**config.mk**
```make
export PLATFORM = sky130hd
export DESIGN_NAME = seq_mult_hs
export DESIGN_NICKNAME = d
export VERILOG_FILES = /design/src/rtl/seq_mult_hs.sv
export SDC_FILE = /design/constraint.sdc
export NUM_CORES = 1
export LEC_CHECK = 0
export ABC_AREA = 1
export CAP_MARGIN = 20
export CORE_MARGIN = 2
export CORE_UTILIZATION = 25
export DETAILED_ROUTE_END_ITERATION = 8
export PLACE_DENSITY = 0.39
export SYNTH_ARGS = -nofsm -noshare
export SYNTH_HDL_FRONTEND = slang
export SYNTH_SLANG_ARGS = --single-unit
```
**constraint.sdc**
```tcl
create_clock -name clk -period 1.7 [get_ports clk]
set_input_delay 0.17 -clock clk [delete_from_list [all_inputs] [get_ports clk]]
set_output_delay 0.17 -clock clk [all_outputs]
set_load 0.005 [all_outputs]
```
**src/rtl/seq_mult_hs.sv**
```systemverilog
// Sequential shift-add multiplier, one multiplier bit per clock, with
// start/done handshake and runtime signed/unsigned operand mode.
module seq_mult_hs #(
  parameter int M = 8,
  parameter int N = 8
) (
  input  logic           clk,
  input  logic           rst,
  input  logic           start,
  input  logic           signed_mode,
  input  logic [M-1:0]   D,
  input  logic [N-1:0]   Q,
  output logic           busy,
  output logic           done,
  output logic [M+N-1:0] out
);

  localparam int CW = $clog2(N + 1);

  typedef enum logic [1:0] {IDLE, RUN, FIX} state_t;

  state_t           state, state_nxt;
  logic [M+N-1:0]   acc;
  logic [M-1:0]     d_mag;
  logic             neg;
  logic [CW-1:0]    count;
  logic [M:0]       sum;

  // Most-negative operand maps to 2^(W-1), which still fits unsigned in W bits.
  function automatic logic [M-1:0] mag_d(input logic [M-1:0] v, input logic sm);
    return (sm && v[M-1]) ? -v : v;
  endfunction

  function automatic logic [N-1:0] mag_q(input logic [N-1:0] v, input logic sm);
    return (sm && v[N-1]) ? -v : v;
  endfunction

  function automatic logic [M+N-1:0] apply_sign(input logic [M+N-1:0] v, input logic n);
    return n ? -v : v;
  endfunction

  assign busy = (state != IDLE);

  always_comb begin
    sum = {1'b0, acc[M+N-1:N]} + (acc[0] ? {1'b0, d_mag} : '0);
  end

  always_comb begin
    state_nxt = state;
    case (state)
      IDLE:    if (start) state_nxt = RUN;
      RUN:     if (count == CW'(N - 1)) state_nxt = FIX;
      FIX:     state_nxt = IDLE;
      default: state_nxt = IDLE;
    endcase
  end

  always_ff @(posedge clk) begin
    if (rst) begin
      state <= IDLE;
      acc   <= '0;
      count <= '0;
      d_mag <= '0;
      neg   <= 1'b0;
      done  <= 1'b0;
      out   <= '0;
    end else begin
      state <= state_nxt;
      done  <= 1'b0;
      case (state)
        IDLE: begin
          if (start) begin
            d_mag <= mag_d(D, signed_mode);
            acc   <= {{M{1'b0}}, mag_q(Q, signed_mode)};
            neg   <= signed_mode & (D[M-1] ^ Q[N-1]);
            count <= '0;
          end
        end
        // Carry out of the partial-sum add becomes the new top bit after the shift.
        RUN: begin
          acc   <= {sum, acc[N-1:1]};
          count <= count + 1'b1;
        end
        FIX: begin
          out  <= apply_sign(acc, neg);
          done <= 1'b1;
        end
        default: ;
      endcase
    end
  end

endmodule
```
# Yosys cells after proc, flatten, opt, wreduce, memory -nomap -nowiden
# Index checks and enable logic that the tools add are counted.
# totals
latchBits	0
rom_bits	0
input_bits	20
memories	0
mem_bits_rw	0
reg_bits	48
# classes
div_mod_pow	0
bitwise_logic	2
multipliers	0
n_reduce_logical	8
addsub	5
shift	0
n_lt_le_gt_ge	0
n_mux	12
n_eq_ne	5
# ops
operator	count
2-to-1 mux 16 bit	2
one-hot mux 16 bit (2 select lines)	1
2-to-1 mux 8 bit	3
negation 16 bit	1
negation 8 bit	2
adder 8 x 8 -> 9 bit	1
one-hot mux 4 bit (2 select lines)	1
AND reduction 2 bit	3
adder 4 x 1 -> 4 bit (second input constant)	1
== test 4 x 3 -> 1 bit (second input constant)	1
2-to-1 mux 2 bit	2
2-to-1 mux 4 bit	1
inequality test 2 bit (second input constant)	2
one-hot mux 2 bit (2 select lines)	1
nonzero test 2 bit	2
== test 2 x 1 -> 1 bit (second input constant)	1
== test 2 bit (second input constant)	1
logical AND 1 bit	2
logical NOT 2 bit	1
AND 1 bit	1
2-to-1 mux 1 bit	1
bitwise XOR 1 bit	1

# Logic depth before layout (Yosys ltp)
# Gate-level depths: netlist of run 1.
# depth
ltp_word	4
depth_mapped	12

# Worst setup path after synthesis of run 1
# Ideal clock, no wire load.
# synth_path
path_type	flip-flop to flip-flop
start	reg acc[0]
end	reg acc[11]
arrival_ns	1.527
t_required_ns	1.630
slack_ns	0.103
stages_incl_launch_ff	11
setup_ns	0.070
period_less_slack_ns	1.597
cell_sequence	dfxtp_1 > buf_6 > nand2_1 > inv_1 > ha_1 > fa_1 > nand3_1 > nand3_1 > a21oi_1 > o21ai_0 > a21oi_1
# synth_via
elab_chain_cells	3
# synth_lines
element	line_no	rtl
start: declaration	23	logic [M+N-1:0] acc;
start signal: assignment	74	acc <= {{M{1'b0}}, mag_q(Q, signed_mode)};
start signal: assignment	81	acc <= {sum, acc[N-1:1]};
2-to-1 mux 8 bit	45	sum = {1'b0, acc[M+N-1:N]} + (acc[0] ? {1'b0, d_mag} : '0);
adder 8 x 8 -> 9 bit	45	
one-hot mux 16 bit (2 select lines)	70	case (state)
# No other way between the ends.
# A chain may end at the register's enable or synchronous reset.

# Worst setup path after layout of run 1
# layout_path
start	reg acc[0]
end	reg acc[14]
# Same word-level chain as after synthesis.

==> summary.md, run 1 <==
| Metric | Value |
|---|---|
| Seq/Total Area, Yosys | roughly a third |
| Starting density of the core | 25.7% |
| Detailed Route WL | ~8000 um |
| Met1 Use GR | about a fifth |
| Req. time, crit path | between 1.5 and 2 ns |
| I/O Pins | 38 |
| Gr ovfl total | 0 |
| CTS tree | done |
| Tot GR Track Use | 13.4% |
| RR Endpoint | acc[14]$_SDFFE_PP0P_ |
| DRT Pass-1 Iters | 4 |
| Post-route cell area | between 3000 and 4000 sq um |
| Ratio of cells with drive above 1 in the final layout | a little under an eighth |
| # clock sinks | 48 |
| Ant diodes | 0 |
| Buffer depth of the longest clock path | 2 |
| CP max stage delay | around 0.36 ns |
| Post-DP HPWL | between 6000 and 7000 um |
| CP Cell Sequence | buf_12 -> nand2_1 -> inv_1 -> ha_2 -> a21oi_1 -> nand2_1 -> nand2_1 -> nand2_1 -> nand2_1 -> nand3_1 -> a21oi_1 |
| # rows | 39 |
| FF+latch count, synth | 48 |
| Top cell type's share of synthesized area | between 30 and 40% |
| Vias in the first global route | 2652 |
| Post-CTS Setup Inserts | 0 |
| Mapped Area | 2930 sq um |
| Synth Area per Inst | around 6.6 sq um |
| Status | finished, final reports clean |
| Worst-skew pair later-pin latency | ~0.3 ns |
| Synth unique cells | 34 |
| Post-route ant nets | 0 |
| Met3 GRT Util | under 10% |
| Area grow syn2layout | 27.3% |
| Die Ht | between 100 and 150 um |
| Yosys top cell by area | dfxtp_1 |
| Post-layout min period | 1.57 ns |
| Most frequent cells in the layout | nand2_1 (107), nor2_1 (54), inv_1 (52) |
| CP arrival | between 1.5 and 2 ns |
| Area of the multi-input gates | between 1500 and 2000 sq um |
| Setup WS post-layout | approximately 0.13 ns |
| Setup_tns | 0 ns |
| Core Area | about 11000 sq um |
| Initial antenna violation count | 0 |
| Setup WS pre-CTS | ~0.054 ns |
| Synthesized Nets | 478 |
| Number of fill cells | approximately 1300 |
| Synthesis Warnings | 0 |
| Max_slew headroom | 72.7% |
| Hold_sp | D[1] |
| Reg2reg start | acc[0]$_SDFFE_PP0P_ |
| Peak Freq | around 640 MHz |
| Global-route wire length before repair | approximately 13000 um |
| Peak supply drop | 0.425 mV |
| Hold_buf cts | 0 |
| Die footprint | about 13000 sq um |
| DR WL/cell | 12.7 um |
| Final period util | 92.1% |
| PortBufs | 37 |
| Root buf cell | clkbuf_16 |
| Clock-pin slew on the worst setup and hold paths | about 0.070 ns |
| Worst hold margin | between 0.4 and 0.5 ns |
| Worst clock skew | approximately 0.0025 ns |
| Pin count of the biggest net entering global routing | 30 |
| Critical path's slowest cell | dfxtp_2 |
| Die width | between 100 and 150 um |
| Met2 usage | 20.9% |
| P_leak | 1.71 nW |
| WS Path Type | register to register |
| Reg2reg setup slack | roughly 0.13 ns |
| Iter 0 DRT Violations | about 140 |
| Htree depth | 2 |
| Power Density | 740 nW/um^2 |
| Nets | roughly 530 |
| Commonest non-fill, non-tap cell in the layout | nand2_1 |
| Register area | slightly below 1000 sq um |
| Area post-placement | between 3000 and 4000 sq um |
| Max Cap Viol | 0 |
| Critical Path Source Type | register |
| Final setup fails | 0 |
| R2R depth | 11 |
| DRC violations left | 0 |
| CP Max Fanout | 7 |
| Final slew viol count | 0 |
| Vias/cell | approximately 4.4 |
| Core Util, Final | 32.7% |
| Worst Hold End | d_mag[1]$_SDFFE_PP0P_ |
| Final GP Congestion | about 0.79 |
| Least-Margin Pin Slew | 0.409 ns |
| Post-CTS Resized | 0 |
| Hold Fails Final Rpt | 0 |
| Area contributors post-synth | dfxtp_1 (33%), nand2_1 (14%), nor2_1 (6.9%) |
| Vias | around 2800 |
| Hold WC Path Type | input port to register |
| Crit. End Element | register |
| Hold Path Stages | 3 |
| Cts bufs inserted | 5 |
| Post-Syn Instances | 445 |
| Global routing's busiest layer | met2 |
| CP dominant cell by count | nand2_1 |
power by group:
group	switching [W]	internal [W]	total [W]
Combinational	0.000316	0.000224	0.000540
Sequential	0.0000512	0.00117	0.00122
Clock	0.000465	0.000536	0.00100
kinds of logic (layout without fill, tap and decap cells):
| family | Yosys count | after routing | synth area share, % |
|---|---|---|---|
| adder cells (fa/ha/maj) | 13 | 13 | 5.80 |
| AND/OR/NAND/NOR | 213 | 213 | 31.2 |
| AO/OA/AOI/OAI | 88 | 88 | 16.6 |
| XOR/XNOR | 8 | 8 | 2.39 |
| buffers and inverters | 75 | 122 | 11.3 |
| flip-flops | 48 | 48 | 32.8 |
area by class of cell:
type	instances	share of cell area (%)
Clock buffer	5	3.35
Multi-Input combinational cell	322	45.2
Clock inverter	2	0.335
Sequential cell	48	25.8
Timing Repair Buffer	55	14.5
Inverter	60	6.03
Tap cell	143	4.79
sequential cells by signal (all words and copies together) (netlist names):
name,count
acc,16
out,16
d_mag,8
count,4
state,2
done,1
neg,1
through the flow:
step                power [W]  cells
floorplan             0.00159    445
CTS                   0.00282    635
detailed placement    0.00179    628
global placement      0.00179    628
finish                0.00277    635
global route          0.00293    635
worst max-delay path by stage:
| stage | to | depth (start not counted) | slack (ns) | start |
|---|---|---|---|---|
| detailed placement | acc[15]$_SDFFE_PP0P_ | 10 | 0.05 | acc[0]$_SDFFE_PP0P_ |
| floorplan | acc[11]$_SDFFE_PP0P_ | 10 | 0.10 | acc[0]$_SDFFE_PP0P_ |
| finish | acc[14]$_SDFFE_PP0P_ | 11 | 0.13 | acc[0]$_SDFFE_PP0P_ |
| global placement | acc[15]$_SDFFE_PP0P_ | 10 | 0.08 | acc[0]$_SDFFE_PP0P_ |
| CTS | acc[15]$_SDFFE_PP0P_ | 10 | 0.05 | acc[0]$_SDFFE_PP0P_ |
| global route | acc[14]$_SDFFE_PP0P_ | 11 | -0.001 | acc[0]$_SDFFE_PP0P_ |
metal layers:
| layer | share of wire, % | up-vias |
|---|---|---|
| li1 | - | 1527 |
| met1 | 51 | 1232 |
| met2 | 44 | 55 |
| met3 | 4.3 | 7 |
| met4 | 1.4 | 0 |
| met5 | 0 | - |
synth_stat cells (all sizes together):
cell type,count
a21oi,40
a22oi,3
a31oi,3
a32o,2
buf,13
clkbuf,2
dfxtp,48
fa,1
ha,12
inv,60
nand2,113
nand3,30
nand3b,2
nand4,5
nor2,59
nor3,3
o21ai,36
o21bai,1
o22ai,3
or2,1
xnor2,3
xor2,5
critical path, delay by kind of cell, from the launching register on:
kind                       cells  cell delay (ns)
and+or+nand+nor                6             0.43
AOI/OAI and AO/OA              2             0.26
buffers and inverters          2             0.16
adders and majority gates      1             0.29
DFF                            1             0.36
No activity file was read; power rests on OpenSTA's default activity.
==> run 2, diff against run 1 <==
--- a/config.mk
+++ b/config.mk
@@ -10,7 +10,7 @@
 export CORE_MARGIN = 2
 export CORE_UTILIZATION = 25
 export DETAILED_ROUTE_END_ITERATION = 8
-export PLACE_DENSITY = 0.39
+export PLACE_DENSITY = 0.41
 export SYNTH_ARGS = -nofsm -noshare
 export SYNTH_HDL_FRONTEND = slang
 export SYNTH_SLANG_ARGS = --single-unit
==> constraint.sdc (replaced) <==
create_clock -name clk -period 1.3 [get_ports clk]
set_input_delay 0.13 -clock clk [delete_from_list [all_inputs] [get_ports clk]]
set_output_delay 0.13 -clock clk [all_outputs]
set_load 0.005 [all_outputs]
==> run 2 against run 1 <==
Clock power is 36% higher. Cell count is 9.3% higher. Worst hold slack worse by 0.16 ns. Utilization is 6.2 points higher. Global-route usage hardly changed. The flow now finishes with violations (setup timing). Die area stayed put. Combinational power is 84% higher. Cell area is 19% higher. Via count is 7.7% higher.
==> summary.md, run 2 (synthesis results as in run 1) <==
| Metric | Value |
|---|---|
| Status | finished with violations |
| Violated checks | setup timing |
| Comb pwr share | 25.2% |
| Setup_tns | -1.83 ns |
| Post-DP HPWL | approximately 6400 um |
| Clock-pin slew on the worst setup and hold paths | 0.07 ns |
| Power Density | 891 nW/um^2 |
| RR Endpoint | acc[11]$_SDFFE_PP0P_ |
| Switching share of power | between 20% and 30% |
| Commonest non-fill, non-tap cell in the layout | nand2_1 |
| DR WL/cell | 12.0 um |
| Most frequent cells in the layout | nand2_1 (97), buf_4 (64), nor2_1 (49) |
| Worst-skew pair later-pin latency | around 0.30 ns |
| Iter 0 DRT Violations | 90 |
| Detailed Route WL | 8350 um |
| Pin count of the biggest net entering global routing | 25 |
| R2R depth | 9 |
| Final period util | 118% |
| Least-Margin Pin Slew | around 0.38 ns |
| Nets | about 580 |
| Hold Path Stages | 4 |
| Max_slew headroom | around three quarters |
| Die width | 112 um |
| Vias | roughly 3000 |
| Starting density of the core | between 20% and 30% |
| PortBufs | 37 |
| Peak supply drop | roughly 0.6 mV |
| CP Max Fanout | 6 |
| Global-route wire length before repair | around 14000 um |
| Critical Path Source Type | register |
| Met3 GRT Util | roughly 2.6% |
| Buffer depth of the longest clock path | 2 |
| I/O Pins | 38 |
| Tot GR Track Use | 13.5% |
| RSZ-0062 raised after global routing | yes |
| Crit. End Element | register |
| Root buf cell | clkbuf_16 |
| Hold WC Path Type | input port to register |
| Met2 usage | between 20 and 25% |
| Clock Power Share | 34.4% |
| Vias in the first global route | about 3000 |
| CTS tree | done |
| Core Area | ~11000 sq um |
| Tot Pwr | 0.00396 W |
| Final setup fails | 15 |
| Setup crit start | acc[0]$_SDFFE_PP0P_ |
| Die Ht | between 100 and 150 um |
| Global routing's busiest layer | met2 |
| Worst Hold End | acc[0]$_SDFFE_PP0P_ |
| # clock sinks | 48 |
| Req. time, crit path | ~1.5 ns |
| DRT Pass-1 Iters | 4 |
| Met1 Use GR | between 10% and 20% |
| P_leak | roughly 2.1 nW |
| Area grow syn2layout | 51.5% |
| Reg2reg setup slack | -0.23 ns |
| Hold_sp | Q[0] |
| Hold Fails Final Rpt | 0 |
| Htree depth | 2 |
| Top flop regs | acc x16, out x16, d_mag x8 |
| Ratio of cells with drive above 1 in the final layout | 28.9% |
| Gr ovfl total | 0 |
| Sequential share of power | 40.4% |
| Post-route ant nets | 0 |
| P_sw | between 0.001 and 0.0015 W |
| WS Path Type | register to register |
| Initial antenna violation count | 0 |
| Post-layout min period | 1.53 ns |
| Pint | around 0.0028 W |
| Setup WS post-layout | -0.234 ns |
| Vias/cell | ~4.4 |
| DRC violations left | 0 |
| Reg2reg start | acc[0]$_SDFFE_PP0P_ |
| Cts bufs inserted | 5 |
| Ant diodes | 0 |
| Die footprint | 12600 sq um |
| Worst clock skew | about 0.010 ns |
| # rows | 39 |
| Final GP Congestion | roughly 0.78 |
| CP arrival | ~1.8 ns |
| Final slew viol count | 0 |
| Max Cap Viol | 0 |
| Peak Freq | 652 MHz |
==> run 2: cell types whose count changed in the layout (fill, tap and decap cells not counted), sizes merged <==
cell,previous run,this run
clkinv,1,0
clkdlybuf4s50,37,33
dlygate4sd2,0,1
clkbuf,5,6
dlymetal6s2s,0,3
buf,18,76
clkinvlp,1,2
==> run 2: how the worst max path moves through the flow <==
stage                                       to  slack [ns]  depth (start not counted)
after floorplan           acc[11]$_SDFFE_PP0P_       -0.23                         10
after global placement    acc[15]$_SDFFE_PP0P_       -0.30                         10
after detailed placement  acc[11]$_SDFFE_PP0P_       -0.33                          9
after CTS                 acc[11]$_SDFFE_PP0P_       -0.24                          9
after global routing      acc[11]$_SDFFE_PP0P_       -0.33                          9
final                     acc[11]$_SDFFE_PP0P_       -0.23                          9
==> run 2: stage by stage <==
| stage | instances | util (%) | setup WS [ns] | area, sq um | hold slack, ns |
|---|---|---|---|---|---|
| 3_3_place_gp | 674 | 35.0 | -0.297 | 3990 | 0.453 |
| 2_1_floorplan | 445 | - | -0.231 | 3020 | 0.269 |
| 5_1_grt | 694 | 38.9 | -0.329 | 4440 | 0.315 |
| 4_1_cts | 689 | 37.7 | -0.239 | 4300 | 0.474 |
| 3_5_place_dp | 674 | 35.0 | -0.329 | 3990 | 0.463 |
| 6_report | 694 | 38.9 | -0.234 | 4440 | 0.293 |
==> run 2: repair_timing <==
| item | 4_1_cts | 5_1_grt |
|---|---|---|
| buffers inserted | 7 | 5 |
| setup endpoints to repair | 26 | 32 |
| resized for setup | 40 | 29 |
| hold buffers | 0 | 0 |
| pin swaps | 15 | 18 |
==> run 2: critical path: stages (launching register included) <==
cell and delay (ns):
dfxtp_4 0.37, nand2_1 0.06, inv_1 0.04, ha_2 0.17, fa_2 0.36, nand3_1 0.10, nand3_2 0.07, a21oi_1 0.11
o21ai_1 0.07, a21oi_1 0.12
==> run 2: per-layer routing <==
layer | vias up | wire length, um
li1 | 1638 | -
met1 | 1345 | 4040
met2 | 47 | 3980
met3 | 8 | 250
met4 | 0 | 82
met5 | - | 0
==> run 2: area by class of cell <==
cell class	count	area [sq um]
Fill cell	1225	6970
Multi-Input combinational cell	322	1870
Timing Repair Buffer	113	1040
Sequential cell	48	970
Inverter	60	230
Tap cell	143	179
Clock buffer	6	139
Clock inverter	2	15.0
==> run 2: power groups by stage <==
stage | logic [W] | registers, W | clock network, W
floorplan | 0.000481 | 0.00161 | 0
global placement | 0.000857 | 0.00163 | 0
detailed placement | 0.000857 | 0.00163 | 0
CTS | 0.000939 | 0.00160 | 0.00143
global route | 0.00110 | 0.00161 | 0.00147
finish | 0.000996 | 0.00160 | 0.00136
==> run 3, diff against run 2 <==
--- a/config.mk
+++ b/config.mk
@@ -6,9 +6,9 @@
 export NUM_CORES = 1
 export LEC_CHECK = 0
 export ABC_AREA = 1
-export CAP_MARGIN = 20
 export CORE_MARGIN = 2
 export CORE_UTILIZATION = 25
+export CTS_CLUSTER_SIZE = 16
 export DETAILED_ROUTE_END_ITERATION = 8
 export PLACE_DENSITY = 0.41
 export SYNTH_ARGS = -nofsm -noshare
==> results of run 3 <==
No change in the layout: final DEF, timing and power equal those of run 2.
